--- config.mk ---
export PLATFORM = sky130hd
export DESIGN_NAME = rc4_key_scheduler
export DESIGN_NICKNAME = d
export VERILOG_FILES = /design/src/rtl/rc4_pkg.sv /design/src/rtl/ksa_start_edge.sv /design/src/rtl/rc4_key_scheduler.sv
export SDC_FILE = /design/constraint.sdc
export NUM_CORES = 1
export LEC_CHECK = 0
export CAP_MARGIN = 20
export CORE_MARGIN = 4
export CORE_UTILIZATION = 36
export CTS_CLUSTER_SIZE = 12
export DETAILED_ROUTE_END_ITERATION = 8
export HOLD_SLACK_MARGIN = 0.12
export MAX_ROUTING_LAYER = met4
export PLACE_DENSITY = 0.71
export SETUP_SLACK_MARGIN = 0.15
export SYNTH_ARGS = -nofsm -noshare
export SYNTH_HDL_FRONTEND = slang
export SYNTH_SLANG_ARGS = --single-unit
--- constraint.sdc ---
create_clock -name clk -period 2.8 [get_ports clk]
set_input_delay 0.28 -clock clk [delete_from_list [all_inputs] [get_ports clk]]
set_output_delay 0.28 -clock clk [all_outputs]
set_load 0.02 [all_outputs]
--- src/rtl/rc4_pkg.sv ---
// Shared RC4 definitions: KSA state encoding (8-bit so it can be tapped directly),
// S memory depth and the default key length.
package rc4_pkg;

    localparam int unsigned S_DEPTH            = 256;
    localparam int unsigned DEFAULT_KEY_LENGTH = 3;

    typedef enum logic [7:0] {
        KSA_IDLE       = 8'd0,
        KSA_INIT       = 8'd1,
        KSA_SH_ADDR    = 8'd2,
        KSA_SH_READ_SI = 8'd3,
        KSA_SH_READ_SJ = 8'd4,
        KSA_SH_WRITE_I = 8'd5,
        KSA_SH_WRITE_J = 8'd6,
        KSA_DONE       = 8'd7
    } ksa_state_t;

endpackage

--- src/rtl/ksa_start_edge.sv ---
// Registered rising-edge detector for the KSA start request. The first clock
// after reset only arms the detector, so a start already high then is not an edge.
module ksa_start_edge (
    input  logic clk,
    input  logic rst_n,
    input  logic start_i,
    output logic rise_c_o
);

    logic armed_q;
    logic start_q;

    always_ff @(posedge clk or negedge rst_n) begin
        if (!rst_n) begin
            armed_q <= 1'b0;
            start_q <= 1'b0;
        end else begin
            armed_q <= 1'b1;
            start_q <= start_i;
        end
    end

    assign rise_c_o = armed_q & start_i & ~start_q;

endmodule

--- src/rtl/rc4_key_scheduler.sv ---
// RC4 key-scheduling stage: identity-fills S, then key-shuffles it over a shared
// single-port RAM. Define RC4_KSA_TAPS_EN to expose iTap/jTap/stateTap debug ports.
module rc4_key_scheduler
    import rc4_pkg::*;
#(
    parameter int unsigned RAM_WIDTH  = 8,
    parameter int unsigned RAM_LENGTH = 8,
    parameter int unsigned KEY_LENGTH = DEFAULT_KEY_LENGTH
) (
    input  logic                    clk,
    input  logic                    reset,
    input  logic                    start,
    input  logic [8*KEY_LENGTH-1:0] secret_key,
    input  logic [RAM_WIDTH-1:0]    sOut,
    output logic [RAM_LENGTH-1:0]   sAddr,
    output logic [RAM_WIDTH-1:0]    sIn,
    output logic                    sWren,
    output logic                    busy,
    output logic                    done
`ifdef RC4_KSA_TAPS_EN
    ,
    output logic [7:0]              iTap,
    output logic [7:0]              jTap,
    output logic [7:0]              stateTap
`endif
);

    localparam int unsigned KW = (KEY_LENGTH > 1) ? $clog2(KEY_LENGTH) : 1;
    localparam logic [RAM_LENGTH-1:0] I_LAST    = '1;
    localparam logic [KW-1:0]         KIDX_LAST = KW'(KEY_LENGTH - 1);

    ksa_state_t              state_q, state_d;
    logic [RAM_LENGTH-1:0]   i_q, i_d;
    logic [RAM_LENGTH-1:0]   j_q, j_d;
    logic [KW-1:0]           kidx_q, kidx_d;
    logic [RAM_WIDTH-1:0]    si_q, si_d;
    logic [RAM_WIDTH-1:0]    sj_q, sj_d;
    logic [7:0]              key_byte;
    logic                    start_rise;

    ksa_start_edge u_start_edge (
        .clk      (clk),
        .rst_n    (reset),
        .start_i  (start),
        .rise_c_o (start_rise)
    );

    // Key byte 0 is the most significant byte of secret_key.
    always_comb begin
        key_byte = '0;
        for (int k = 0; k < int'(KEY_LENGTH); k++) begin
            if (kidx_q == KW'(k)) begin
                key_byte = secret_key[8*(int'(KEY_LENGTH)-k)-1 -: 8];
            end
        end
    end

    always_ff @(posedge clk or negedge reset) begin
        if (!reset) begin
            state_q <= KSA_IDLE;
            i_q     <= '0;
            j_q     <= '0;
            kidx_q  <= '0;
            si_q    <= '0;
            sj_q    <= '0;
        end else begin
            state_q <= state_d;
            i_q     <= i_d;
            j_q     <= j_d;
            kidx_q  <= kidx_d;
            si_q    <= si_d;
            sj_q    <= sj_d;
        end
    end

    always_comb begin
        state_d = state_q;
        i_d     = i_q;
        j_d     = j_q;
        kidx_d  = kidx_q;
        si_d    = si_q;
        sj_d    = sj_q;
        sAddr   = '0;
        sIn     = '0;
        sWren   = 1'b0;

        unique case (state_q)
            KSA_IDLE, KSA_DONE: begin
                if (start_rise) begin
                    state_d = KSA_INIT;
                    i_d     = '0;
                    j_d     = '0;
                    kidx_d  = '0;
                end
            end
            KSA_INIT: begin
                sWren = 1'b1;
                sAddr = i_q;
                sIn   = RAM_WIDTH'(i_q);
                i_d   = i_q + RAM_LENGTH'(1);
                if (i_q == I_LAST) begin
                    state_d = KSA_SH_ADDR;
                    i_d     = '0;
                    j_d     = '0;
                    kidx_d  = '0;
                end
            end
            KSA_SH_ADDR: begin
                sAddr   = i_q;
                state_d = KSA_SH_READ_SI;
            end
            KSA_SH_READ_SI: begin
                // New j goes straight out so S[j] returns during SH_READ_SJ.
                si_d    = sOut;
                j_d     = j_q + RAM_LENGTH'(sOut) + RAM_LENGTH'(key_byte);
                sAddr   = j_d;
                state_d = KSA_SH_READ_SJ;
            end
            KSA_SH_READ_SJ: begin
                sj_d    = sOut;
                state_d = KSA_SH_WRITE_I;
            end
            KSA_SH_WRITE_I: begin
                sWren   = 1'b1;
                sAddr   = i_q;
                sIn     = sj_q;
                state_d = KSA_SH_WRITE_J;
            end
            KSA_SH_WRITE_J: begin
                sWren   = 1'b1;
                sAddr   = j_q;
                sIn     = si_q;
                i_d     = i_q + RAM_LENGTH'(1);
                kidx_d  = (kidx_q == KIDX_LAST) ? '0 : kidx_q + KW'(1);
                state_d = (i_q == I_LAST) ? KSA_DONE : KSA_SH_ADDR;
            end
            default: begin
                state_d = KSA_IDLE;
            end
        endcase
    end

    assign busy = (state_q != KSA_IDLE) && (state_q != KSA_DONE);
    assign done = (state_q == KSA_DONE);

`ifdef RC4_KSA_TAPS_EN
    assign iTap     = 8'(i_q);
    assign jTap     = 8'(j_q);
    assign stateTap = state_q;
`endif

endmodule

==> metrics.cfg, run 1 <==
[global_route]
grtUsageMet1_pct = 25.9
grt-ovfl-total = 0
grtUsageMet3_pct = 3.46
grt_pass1_wl_mm = 12.2
use_met2_pct = 27.9
grt_pass1_vias = 2426
busiest_layer = met2
grt_use_total_pct = 18.4
grt_antenna_before_repair = 0
grt_max_degree = 40

[routing]
routedWlPerCell_um = 16.4
routed_via_density = 5.13
postRouteAntennaNets = 0
drcViolationCount = 0
drt-total-wl_mm = 7.64
drt_pass1_iterations = 4
num_vias = 2397
drt_iter0_drc = 181

[floorplan]
design.die.area_um2 = 8700
core_um2 = 6940
fp.dieH_um = 93.3
ios = 54
die_w_um = 93.3
start_util_pct = 37.7
rows = 30

[timing]
fin_crit_sh_pct = 120
hold_slack_ns = 0.112
rsz0062_at_grt = true
setup_viol = 8
skew_ns = 0.0143
slew_headroom_pct = 38.8
worst_pin_slew_ns = 0.918
max_freq_mhz = 298
period_needed_ns = 3.36
hold_violations = 0
slew_violations = 0
fin_ws_ns = -0.557

[layout]
stdcell_area_um2 = 3790
finalNetCount = 420
synthToLayoutAreaGrowth_pct = 45.0
layout-drive-gt1-share_pct = 29.1
n_antenna_cell = 0

[clock_tree]
cts_buffers = 5
cts.clk_slew.worst_paths_ns = 0.08
holdBufCountCts = 0
cts_tree = done
cts_sinks = 39
htreeDepth = 2
clkLatencyLatePin_ns = 0.30
root_buffer = clkbuf_8
cts_max_path_buffers = 2

[critical_path]
cp-end-kind = output pin
arrival_ns = 3.08
crit_path_top_delay_cell = dfrtp_2
rr_startpoint = kidx_q[0]
worstSetupPathType = reg -> out
critPathTopFamily = adder cells
cp-startpoint = kidx_q[0]
setup.worst_path.start_class = flip-flop
slowest_delay_ns = 0.45
crit_required_ns = 2.52
path_max_fanout = 4
cp.buffers_inverters = 4
critPathMostFrequentCell = inv_2
crit_chain = mux2i_1 -> nor2_1 -> a21oi_1 -> fa_1 -> inv_2 -> ha_4 -> inv_2 -> fa_2 -> nor2b_2 -> o31a_1 -> buf_4 -> a211oi_2 -> a211o_1 -> buf_6

[logic_synthesis]
synth_area_leaders = dfrtp_1 37%, nand2_1 7.0%, fa_1 6.1%
yosysTopAreaCell = dfrtp_1
ys_ff_latch = 39
netlist_area_um2 = 2620
netlist_instances = 282
synthTopCellsByCount = 49 x nand2_1, 39 x dfrtp_1, 26 x o21ai_0
netlist.area_leader.share_pct = 37.3
synth-edff-count = 0
yosysWarnings = 0
syn_avg_cell_area_um2 = 9.28
synth_nets = 332
ys.flop_type = dfrtp_1
synth_cell_types = 54
seq_area_frac_synth_pct = 37.3
synthArstFlopShare_pct = 100
yosysMostFrequentCell = nand2_1

[power_and_ir_drop]
power_mw = 2.73
vdd_drop_max_uv = 341
power.leakage_nw = 1.76
p_per_area_nw_per_um2 = 721

[place]
gp_congestion = 0.882
placed_area_um2 = 3490
dp_hpwl_mm = 5.68
port-buffer-count = 53

[min_path]
min_path_type = in -> async

[run_status]
violations = negative setup slack
status = finished, violations left

[job]
maxCapViolCount = 0

-- per-layer routing --
| layer | up-vias | routed length, um |
|---|---|---|
| li1 | 1158 | - |
| met1 | 1151 | 3480 |
| met2 | 80 | 3520 |
| met3 | 8 | 561 |
| met4 | 0 | 76 |
| met5 | - | 0 |
-- power breakdown --
part	switching, mW	leakage, nW	internal, mW
clock network	0.212	0.0612	0.289
registers	0.0624	0.462	0.635
logic	0.603	1.23	0.934
total	0.877	1.76	1.86
-- cells by family after synthesis --
logic type | share of synthesized area [%]
simple gates | 15.4
compound gates | 21.1
flops | 37.3
buf+inv | 4.64
mux | 7.32
fa+ha+maj | 9.47
xor+xnor | 4.69
other cells | 0.143
-- flip-flops by register name (all words and copies together) (netlist names) --
signal and flops:
state_q 3, sj_q 8, j_q 8, u_start_edge.armed_q 1
i_q 8, u_start_edge.start_q 1, kidx_q 2, si_q 8
-- worst paths after layout --
path,slack (ns),endpoint,cells after the start
setup / recovery,-0.56,sAddr[5],14
hold / removal,0.11,j_q[1],1
setup reg to reg,-0.14,j_q[6],12
hold reg to reg,0.49,si_q[3],2
max in group asynchronous,2.07,kidx_q[0],1
min in group clk,0.48,u_start_edge.start_q,1
-- metrics by stage --
stage	setup TNS [ns]	util, %	cells	setup slack, ns
after floorplan	-0.255	-	282	-0.146
after global placement	-4.96	50.2	451	-0.895
after detailed placement	-5.10	50.2	451	-0.912
after CTS	-3.09	52.6	463	-0.567
after global routing	-4.26	54.6	467	-0.723
final	-2.85	54.6	467	-0.557
-- worst register-to-register path, stage by stage, from the launching register on --
cell	delay, ns
dfrtp_2	0.47
buf_6	0.15
mux2i_1	0.11
o21ai_0	0.19
fa_1	0.45
ha_1	0.32
buf_4	0.17
a21oi_2	0.14
o21bai_1	0.08
a21oi_1	0.17
xor2_1	0.25
buf_4	0.16
a2bb2o_4	0.20
-- layout make-up --
| type | instances | area (um2) |
|---|---|---|
| clock buffers | 6 | 82.6 |
| clock inverters | 2 | 35.0 |
| inverters | 15 | 58.8 |
| repair buffers | 94 | 862 |
| multi-input cells | 215 | 1660 |
| well taps | 96 | 120 |
| flip-flops and latches | 39 | 978 |
| fillers | 631 | 3150 |
-- repair_timing --
item,4_1_cts,5_1_grt
pin swaps,10,10
cloned,0,0
endpoints found under the setup margin,13,20
gates resized for setup,49,35
buffers inserted,4,5
-- cells in the final DEF, fill, tap and decap left out, drive strengths merged, types with 2 or more instances in the layout --
| cell type | Yosys | final |
|---|---|---|
| ha | 7 | 7 |
| dlymetal6s2s | 0 | 3 |
| nor3 | 5 | 5 |
| xnor2 | 11 | 11 |
| mux2 | 9 | 9 |
| and3 | 2 | 2 |
| inv | 15 | 15 |
| dfrtp | 39 | 39 |
| a22oi | 14 | 14 |
| a21o | 5 | 5 |
| fa | 8 | 8 |
| a21oi | 7 | 7 |
| nor2b | 4 | 4 |
| nor2 | 17 | 17 |
| mux2i | 9 | 9 |
| xor2 | 3 | 3 |
| buf | 6 | 50 |
| nand3 | 3 | 3 |
| a22o | 8 | 8 |
| clkbuf | 7 | 6 |
| dlygate4sd2 | 0 | 2 |
| o21ai | 30 | 30 |
| clkdlybuf4s50 | 0 | 39 |
| nand2 | 49 | 49 |
| nand2b | 3 | 3 |
Note: power is estimated with default switching activity, not from simulation.
==> inputs of run 2 (changes only) <==
--- a/config.mk
+++ b/config.mk
@@ -7,12 +7,11 @@
 export LEC_CHECK = 0
 export CAP_MARGIN = 20
 export CORE_MARGIN = 4
-export CORE_UTILIZATION = 36
+export CORE_UTILIZATION = 34
 export CTS_CLUSTER_SIZE = 12
 export DETAILED_ROUTE_END_ITERATION = 8
 export HOLD_SLACK_MARGIN = 0.12
-export MAX_ROUTING_LAYER = met4
-export PLACE_DENSITY = 0.71
+export PLACE_DENSITY = 0.63
 export SETUP_SLACK_MARGIN = 0.15
 export SYNTH_ARGS = -nofsm -noshare
 export SYNTH_HDL_FRONTEND = slang
==> run 2 against run 1 <==
  * The run still ends with negative setup slack left
  * Maximum frequency is 1.1% lower
  * Clock power shrank 24%
  * First-iteration DRC count is 2.8% lower
==> metrics.cfg, run 2 (synthesized netlist as in run 1, its figures left out) <==
[floorplan]
rows = 31  ; +3.3%
design.die.area_um2 = 9160  ; +5.4%
die_w_um = 95.7  ; +2.6%
fp.dieH_um = 95.7  ; +2.6%
start_util_pct = 35.5  ; -2.2 points
ios = 54  ; unchanged
core_um2 = 7370  ; +6.1%

[clock_tree]
cts_buffers = 5  ; unchanged
cts.clk_slew.worst_paths_ns = 0.08  ; about the same
cts_tree = done
htreeDepth = 2  ; unchanged
root_buffer = clkbuf_8
clkLatencyLatePin_ns = 0.29  ; about the same
cts_max_path_buffers = 2  ; unchanged
cts_sinks = 39  ; unchanged

[place]
placed_area_um2 = 3510  ; +0.75%
gp_congestion = 0.874  ; -0.91%
port-buffer-count = 53  ; unchanged
dp_hpwl_mm = 5.68  ; about the same
place_inst = 457  ; +1.3%

[global_route]
grt_pass1_vias = 2465  ; +1.6%
grt_pass1_wl_mm = 12.7  ; +3.7%
grt-ovfl-total = 0  ; unchanged
grt_max_degree = 40  ; unchanged
grt_use_total_pct = 18.0  ; -0.42 points
grt_antenna_before_repair = 0  ; unchanged

[routing]
drt-total-wl_mm = 7.66  ; +0.29%
routedWlPerCell_um = 16.1  ; -1.4%
drcViolationCount = 0  ; unchanged
drt_pass1_iterations = 4  ; unchanged
num_vias = 2420  ; +0.96%
routed_via_density = 5.09  ; -0.74%
postRouteAntennaNets = 0  ; unchanged
drt_iter0_drc = 176  ; -2.8%

[job]
maxCapViolCount = 0  ; unchanged

[layout]
final_cell_count_no_fill = 475  ; +1.7%
mostFrequentLayoutCells = 49 x nand2_1, 41 x buf_4, 39 x clkdlybuf4s50_1, 38 x dfrtp_1, 16 x o21ai_0
finalNetCount = 425  ; +1.2%
layout-drive-gt1-share_pct = 30.9  ; +1.7 points
n_antenna_cell = 0  ; unchanged
stdcell_area_um2 = 3820  ; +0.76%
layout_commonest_cell = nand2_1
synthToLayoutAreaGrowth_pct = 46.1

[min_path]
min_path_type = in -> async

[critical_path]
r2r_slack_ns = -0.14  ; about the same
path_max_fanout = 5  ; +1
cp-end-kind = output pin
arrival_ns = 3.11  ; +0.03 ns
setup.worst_path.start_class = flip-flop
crit_required_ns = 2.52  ; about the same
worstSetupPathType = reg -> out

[timing]
slew_headroom_pct = 39.7  ; +0.96 points
rsz0062_at_grt = true
fin_crit_sh_pct = 121  ; +1.3 points
period_needed_ns = 3.39  ; +0.0368 ns
slew_violations = 0  ; unchanged
max_freq_mhz = 295  ; -1.1%
skew_ns = 0.00514  ; -0.00912 ns
worst_pin_slew_ns = 0.904  ; -0.0143 ns
hold_violations = 0  ; unchanged
setup_viol = 10  ; +2
fin_ws_ns = -0.594  ; -0.0368 ns

[run_status]
status = finished, violations left
violations = negative setup slack

[power_and_ir_drop]
vdd_drop_max_uv = 373  ; +9.4%
power.leakage_nw = 1.77  ; +1.0%
p_per_area_nw_per_um2 = 709  ; -1.7%

[run 2: layer usage]
layer / global-route usage (%) / vias to the layer above / wire length (um)
li1: - / 1170 / -
met2: 29.1 / 67 / 3700
met1: 24.6 / 1175 / 3470
met3: 3.52 / 8 / 370
met4: 4.62 / 0 / 122
met5: 0 / - / 0
[run 2: area by class of cell]
cell class                      instances  area [um2]
Tap cell                               99         124
Clock inverter                          1        5.00
Fill cell                             716        3550
Sequential cell                        39         977
Inverter                               15        56.3
Multi-Input combinational cell        215        1690
Clock buffer                            7        76.3
Timing Repair Buffer                   99         896
[run 2: path summary, 6_finish.rpt]
| check | end | from | cells past startpoint |
|---|---|---|---|
| max in group asynchronous | kidx_q[0] | reset | 1 |
| worst min register to register | si_q[5] | si_q[5] | 2 |
| worst min-delay path | state_q[0] | reset | 1 |
| worst max-delay path | sAddr[5] | kidx_q[0] | 12 |
| min in group clk | si_q[5] | si_q[5] | 2 |
| worst max register to register | j_q[3] | kidx_q[0] | 13 |
[run 2: timing repair]
action,CTS,global route
gates cloned,0,0
pin swaps,14,4
endpoints found under the setup margin,18,19
setup buffers,7,3
hold buffers,0,0
gates resized for setup,69,18
[run 2: worst max-delay path, cell delays in order, from the launching register on]
cell and delay (ns):
dfrtp_2 0.42, buf_6 0.15, mux2i_2 0.22, o21ai_2 0.09
fa_1 0.55, inv_2 0.05, fa_2 0.40, nor2b_2 0.14
o31a_1 0.19, buf_4 0.13, a211oi_2 0.04, a211o_1 0.29
buf_6 0.14
[run 2: where the power goes]
part	switching [mW]	leakage (nW)	total (mW)	internal, mW
sequential	0.0659	0.464	0.701	0.635
clock	0.203	0.0422	0.378	0.175
combinational	0.660	1.27	1.63	0.969
[run 2: metrics by stage]
step	setup slack (ns)	util (%)	hold slack (ns)	TNS (ns)	power (mW)
after CTS	-0.514	50.7	0.152	-2.71	2.45
after global routing	-0.754	51.9	0.185	-4.76	2.89
final	-0.594	51.9	0.105	-3.25	2.71
after floorplan	-0.146	-	-0.0156	-0.255	1.31
after detailed placement	-0.881	47.7	0.463	-4.95	1.74
after global placement	-0.856	47.7	0.458	-4.88	1.73
==> inputs of run 3 (changes only) <==
--- a/config.mk
+++ b/config.mk
@@ -8,11 +8,13 @@
 export CAP_MARGIN = 20
 export CORE_MARGIN = 4
 export CORE_UTILIZATION = 34
+export CTS_CLUSTER_DIAMETER = 50
 export CTS_CLUSTER_SIZE = 12
 export DETAILED_ROUTE_END_ITERATION = 8
 export HOLD_SLACK_MARGIN = 0.12
 export PLACE_DENSITY = 0.63
 export SETUP_SLACK_MARGIN = 0.15
+export SLEW_MARGIN = 20
 export SYNTH_ARGS = -nofsm -noshare
 export SYNTH_HDL_FRONTEND = slang
 export SYNTH_SLANG_ARGS = --single-unit
==> results of run 3 <==
Final layout, timing and power as in run 2 (identical DEF).
